==> src/rtl/ofs_plat_prim_beat_packer.sv <==
// Packs narrow beats from an upstream two-entry FIFO into wide output words.
// Partial words are flushed after FLUSH_TIMEOUT idle cycles (0 disables flushing).
module ofs_plat_prim_beat_packer #(
    parameter int N_DATA_BITS   = 32,
    parameter int N_BEATS       = 4,
    parameter int FLUSH_TIMEOUT = 16,
    localparam int CNT_W        = $clog2(N_BEATS + 1),
    localparam int IDLE_W       = (FLUSH_TIMEOUT > 0) ? $clog2(FLUSH_TIMEOUT + 1) : 1
) (
    input  logic                           clk,
    input  logic                           reset,
    input  logic [N_DATA_BITS-1:0]         in_first,
    input  logic                           in_notEmpty,
    output logic                           in_deq_en,
    output logic [N_BEATS*N_DATA_BITS-1:0] out_data,
    output logic [N_BEATS-1:0]             out_mask,
    output logic [CNT_W-1:0]               out_count,
    output logic                           out_valid,
    input  logic                           out_ready
);

    if (N_BEATS < 2) begin : g_badBeats
        $fatal(1, "ofs_plat_prim_beat_packer: N_BEATS must be at least 2");
    end

    logic [N_DATA_BITS-1:0]         r_acc [N_BEATS];
    logic [CNT_W-1:0]               r_accCnt;
    logic [IDLE_W-1:0]              r_idleCnt;
    logic [N_BEATS*N_DATA_BITS-1:0] r_outData;
    logic [N_BEATS-1:0]             r_outMask;
    logic [CNT_W-1:0]               r_outCount;
    logic                           r_outValid;

    logic                           w_full;
    logic                           w_timeoutHit;
    logic                           w_xfer;
    logic                           w_deq;
    logic [N_BEATS*N_DATA_BITS-1:0] w_packData;
    logic [N_BEATS-1:0]             w_packMask;

    assign w_full       = (r_accCnt == CNT_W'(N_BEATS));
    assign w_timeoutHit = (FLUSH_TIMEOUT != 0) && (r_idleCnt == IDLE_W'(FLUSH_TIMEOUT));
    assign w_xfer       = (w_full || (w_timeoutHit && (r_accCnt != '0))) &&
                          (!r_outValid || out_ready);
    // Reset gating keeps the upstream FIFO untouched while the packer is held in reset.
    assign w_deq        = in_notEmpty && !reset && (!w_full || w_xfer);
    assign in_deq_en    = w_deq;

    assign out_data  = r_outData;
    assign out_mask  = r_outMask;
    assign out_count = r_outCount;
    assign out_valid = r_outValid;

    always_comb begin
        w_packData = '0;
        w_packMask = '0;
        for (int i = 0; i < N_BEATS; i++) begin
            if (CNT_W'(i) < r_accCnt) begin
                w_packData[i*N_DATA_BITS +: N_DATA_BITS] = r_acc[i];
                w_packMask[i] = 1'b1;
            end
        end
    end

    always_ff @(posedge clk or posedge reset) begin
        if (reset) begin
            r_accCnt <= '0;
            for (int i = 0; i < N_BEATS; i++) begin
                r_acc[i] <= '0;
            end
        end else if (w_deq) begin
            // A beat arriving alongside a transfer starts the next word.
            if (w_xfer) begin
                r_acc[0] <= in_first;
                r_accCnt <= CNT_W'(1);
            end else begin
                for (int i = 0; i < N_BEATS; i++) begin
                    if (r_accCnt == CNT_W'(i)) begin
                        r_acc[i] <= in_first;
                    end
                end
                r_accCnt <= r_accCnt + CNT_W'(1);
            end
        end else if (w_xfer) begin
            r_accCnt <= '0;
        end
    end

    always_ff @(posedge clk or posedge reset) begin
        if (reset) begin
            r_idleCnt <= '0;
        end else if (w_deq || w_xfer || (r_accCnt == '0)) begin
            r_idleCnt <= '0;
        end else if ((FLUSH_TIMEOUT != 0) && (r_idleCnt != IDLE_W'(FLUSH_TIMEOUT))) begin
            r_idleCnt <= r_idleCnt + IDLE_W'(1);
        end
    end

    always_ff @(posedge clk or posedge reset) begin
        if (reset) begin
            r_outData  <= '0;
            r_outMask  <= '0;
            r_outCount <= '0;
            r_outValid <= 1'b0;
        end else if (w_xfer) begin
            r_outData  <= w_packData;
            r_outMask  <= w_packMask;
            r_outCount <= r_accCnt;
            r_outValid <= 1'b1;
        end else if (out_ready) begin
            r_outValid <= 1'b0;
        end
    end

    // A held word must neither vanish nor change until the consumer takes it.
    assert property (@(posedge clk) disable iff (reset)
        (r_outValid && !out_ready) |=> (r_outValid && $stable(r_outData)))
        else $fatal(1, "ofs_plat_prim_beat_packer: output word changed before handshake");

endmodule

==> config.mk <==
export PLATFORM = sky130hd
export DESIGN_NAME = ofs_plat_prim_beat_packer
export DESIGN_NICKNAME = d
export VERILOG_FILES = /design/src/rtl/ofs_plat_prim_beat_packer.sv
export SDC_FILE = /design/constraint.sdc
export NUM_CORES = 1
export LEC_CHECK = 0
export CORE_MARGIN = 10
export CORE_UTILIZATION = 49
export CTS_CLUSTER_DIAMETER = 120
export DETAILED_ROUTE_END_ITERATION = 10
export DONT_BUFFER_PORTS = 1
export GPL_TIMING_DRIVEN = 0
export PLACE_DENSITY = 0.6
export REMOVE_ABC_BUFFERS = 1
export SETUP_SLACK_MARGIN = 0.4
export SYNTH_ARGS = -nofsm -noshare
export SYNTH_HDL_FRONTEND = slang
export SYNTH_SLANG_ARGS = --single-unit
==> constraint.sdc <==
create_clock -name clk -period 17.2 [get_ports clk]
set_clock_uncertainty 0.15 [all_clocks]
set_input_delay 2.58 -clock clk [delete_from_list [all_inputs] [get_ports clk]]
set_output_delay 2.58 -clock clk [all_outputs]
set_load 0.01 [all_outputs]
-- Word-level counts from Yosys, hierarchy flattened
Index checks and enable logic that the tools add are counted.
- add/sub/neg operators: 2
- magnitude comparators: 4
- equality and inequality tests: 6
- muxes and demuxes: 17
- bitwise logic cells: 1
- reduce and logical (&&, ||, !) cells: 22
- operators with widths (cell ; count):
    $mux 32 ; 6
    $mux 5 ; 2
    $mux 3 ; 3
    $reduce_and 3->1 ; 3
    $reduce_bool 2->1 ; 4
    $eq 3x2->1 const B ; 2
    $lt 1x3->1 const A ; 2
    $lt 2x3->1 const A ; 2
    $mux 1 ; 6
    $add 5x1->5 const B ; 1
    $eq 5x5->1 const B ; 1
    $logic_or 1x1->1 ; 5
    $ne 5x5->1 const B ; 1
    $logic_and 1x1->1 ; 4
    $add 3x1->3 const B ; 1
    $eq 3x1->1 const B ; 1
    $eq 3x3->1 const B ; 1
    $logic_not 1->1 ; 3
    $logic_not 3->1 ; 1
    $reduce_bool 3->1 ; 1
    $reduce_and 2->1 ; 1
    $not 1->1 ; 1
- bits in registers: 272
- input port bits: 36
- output and inout port bits: 137
- logic and storage cells: 62

-- Depth between registers and ports, before layout
- depth after elaboration: 9
- gate-level depth with buffers: 9
- gate-level depth less buffers: 6

-- Least setup slack after synthesis
Ideal clock, no wire load.
- path type: input -> output
- from: input port out_ready
- to: output port in_deq_en
- data arrival time: 3.247 ns
- required time: 14.470 ns
- slack: 11.223 ns
- stages: 4
- path buffers: 1
- cells stage by stage: nand2b_1 > clkbuf_1 > o21ai_0 > inv_1
- word-level cells in the longest chain between the ends: 4
- RTL lines (what ; RTL line ; RTL):
    from (decl) ; 19 ; input logic out_ready
    $logic_or 1x1->1 ; 44 ; (!r_outValid || out_ready);
    $logic_and 1x1->1 ; 43 ; assign w_xfer = (w_full || (w_timeoutHit && (r_accCnt != '0))) &&
    $logic_or 1x1->1 ; 46 ; assign w_deq = in_notEmpty && !reset && (!w_full || w_xfer);
    $logic_and 1x1->1 ; 46 ;
    to (decl) ; 14 ; output logic in_deq_en,
Every way passes these cells.

-- Final worst setup path
- from: input port in_notEmpty
- to: output port in_deq_en
- word-level cells in the longest chain between the ends: 2
- RTL lines (what ; RTL line ; RTL):
    from (decl) ; 13 ; input logic in_notEmpty,
    $logic_and 1x1->1 (2 in a row) ; 46 ;
Every way passes these cells.

==> flow_summary.json <==
{
  "run_status": "complete, no violations",
  "vias": 6285,
  "slew-limit-headroom_pct": 35.6,
  "min_path_type": "reg -> reg",
  "cts_buffers": 28,
  "cp.arrival_ps": 3520,
  "path_class": "in -> out",
  "setup_tns_ps": 0,
  "place_ws_ps": 10970,
  "worstMarginPinSlew_ps": 967,
  "p_int_mw": 1.62,
  "power_density_nw_per_um2": 205,
  "synth_cells": 851,
  "ys_top_cells_by_count": "271 x dfrtp_1, 202 x nand2_1, 99 x mux2_2, 97 x o21ai_0, 32 x a22o_1",
  "synthDominantAreaCellType": "dfrtp_1",
  "io_pins": 173,
  "path_cells": "nor2b_1 -> o21ai_0 -> inv_1",
  "ant_nets": 0,
  "htree_levels": 1,
  "drive_above_1_share_pct": 24.2,
  "row_count": 53,
  "pwr-share-comb_pct": 25.9,
  "viasPerCell": 5.50,
  "vdd_ir_drop_max_mv": 0.116,
  "syn_area_per_cell_um2": 12.5,
  "die_area_um2": 28100,
  "fmax_ghz": 0.160,
  "setup_violations": 0,
  "power_frac_seq_pct": 47.8,
  "gr-usage-all-layers_pct": 17.1,
  "hold_buffers": 0,
  "post_cts.repair.setup_buffers": 0,
  "die_w_um": 168,
  "worst_setup_path_end_kind": "output pin",
  "p_sw_uw": 833,
  "drv_cap": 0,
  "synth_area_um2": 10700,
  "hpwl_mm": 16.3,
  "grt-ovfl-total": 0,
  "cts_tree": "done",
  "first_iter_violations": 495,
  "synth_top_area_share_pct": 63.6,
  "firstDrtPassIters": 4,
  "synthArstFlopShare_pct": 100,
  "port_buffers": 0,
  "crit_slowest_cell": "nor2b_1",
  "ff2ff_setup_slack_ps": 13810,
  "grt_pass1_vias": 6724,
  "antenna_found_initial": 0,
  "p_clk_share_pct": 26.3,
  "final_core_util_pct": 56.4,
  "post_drt_wl_per_cell_um": 21.6,
  "core_area_um2": 21200,
  "rsz0062_at_grt": "false",
  "start_util_pct": 50.2,
  "synth_most_common_cell": "dfrtp_1",
  "crit_path_max_incr_delay_ps": 460,
  "areaGrowthSynthToFinish_pct": 12.3,
  "synth.area.top_cells": "dfrtp_1 64%, mux2_2 10%, nand2_1 7.1%",
  "period_share_pct": 36.3,
  "final_nets": 889,
  "critPathLaunchType": "input pin",
  "ys_types": 36,
  "num_antenna_cells": 0,
  "synth_edf_count": 0,
  "power_mw": 2.45,
  "drc": 0,
  "clock_sinks": 271,
  "root_buffer": "clkbuf_16",
  "hold_viol": 0,
  "cp.required_ps": 14470,
  "place.gp.congestion": 0.806,
  "critPathMaxFanout": 7,
  "ys_seq_area_share_pct": 63.6,
  "die_h_um": 168,
  "finalCriticalPeriod_ps": 6250,
  "fin_ws_ps": 10950,
  "clkLatencyLatePin_ps": 530,
  "wirelength_mm": 24.7,
  "synth_ff_type": "dfrtp_1",
  "grt_pass1_wl_mm": 39.2,
  "cts.clk_slew.worst_paths_ps": 60,
  "cts.repair.resized": 0,
  "ys_ff_latch": 271,
  "grt_max_degree": 138,
  "swShare_pct": 34.0,
  "clock_path_buffers": 3,
  "p_leak_nw": 5.51,
  "yosys_warnings": 0,
  "maxSlewViolCount": 0
}
[per-stage QoR]
step	hold WS [ps]	cells	area (um2)
finish	351	1143	12000
global route	365	1143	12000
CTS	350	1143	12000
detailed placement	334	1093	11000
global placement	327	1070	10700
floorplan	312	795	10300
[layout by cell type, fill, tap and decap left out, types with 2 or more instances in the layout]
master	netlist	layout
dfrtp_1	271	271
o21ai_0	97	97
o21ai_1	5	5
mux2_2	99	99
nor2b_1	2	2
clkbuf_16	0	29
buf_16	0	4
buf_4	17	15
nand2b_1	3	3
nor3_1	2	2
inv_1	6	5
clkbuf_8	0	9
a21oi_1	5	5
nor2_1	10	10
xor2_1	2	2
buf_8	0	2
nand2_1	202	201
nand3_1	4	3
buf_6	2	2
xnor2_1	2	2
mux2_4	30	30
clkinv_2	0	6
bufinv_16	0	4
ha_1	5	5
a22o_1	32	32
mux2_1	2	2
clkbuf_1	24	2
o211ai_1	4	4
[state kept, by name (all words and copies together) (netlist names)]
| signal | cells |
|---|---|
| r_idleCnt | 5 |
| r_acc | 128 |
| out_mask | 4 |
| r_accCnt | 3 |
| out_valid | 1 |
| out_data | 128 |
| out_count | 2 |
[final timing paths]
path	start	to	cells after the start
setup / recovery	in_notEmpty	in_deq_en	3
hold / removal	r_acc[31]	out_data[127]	1
setup reg to reg	r_idleCnt[0]	out_data[32]	11
max in group asynchronous	reset	out_data[64]	2
min in group asynchronous	reset	out_valid	1
hold reg to reg	r_acc[31]	out_data[127]	1
[worst max-delay path: cells and delay by family]
family          cells  cell delay [ps]
buf+inv             1              210
simple gates        1              460
compound gates      1              260
[routing by layer]
layer,wire (um),GRT usage (%),vias to the layer above
li1,-,-,2877
met5,0,0,-
met2,11900,28.3,177
met3,2590,7.16,33
met4,431,4.39,0
met1,9760,20.2,3198
[power by group through the flow]
| stage | clock network [mW] | registers, mW | logic (mW) |
|---|---|---|---|
| 2_1_floorplan | 0 | 1.11 | 0.473 |
| 3_3_place_gp | 0 | 1.18 | 0.598 |
| 3_5_place_dp | 0 | 1.19 | 0.641 |
| 4_1_cts | 0.655 | 1.18 | 0.645 |
| 5_1_grt | 0.687 | 1.21 | 0.718 |
| 6_report | 0.644 | 1.17 | 0.635 |
[layout make-up]
type,count,area (um2)
fill,1765,9250
sequential,271,6780
multi-input combinational,518,3530
clock buffer,40,857
tap,275,344
timing repair buffer,23,275
clock inverter,10,150
inverter,6,30.0
[logic make-up (layout without fill, tap and decap cells)]
group                      Yosys count  in the layout  share of synthesized area, %
AOI/OAI and AO/OA                  147            147                          8.20
xor gates and xnor gates             4              4                         0.329
buffers and inverters               62             79                          3.50
and+or+nand+nor                    230            230                          8.80
muxes                              132            132                          15.0
DFF                                271            271                          63.6
adders and majority gates            5              5                         0.587
No activity file was read; power rests on OpenSTA's default activity.
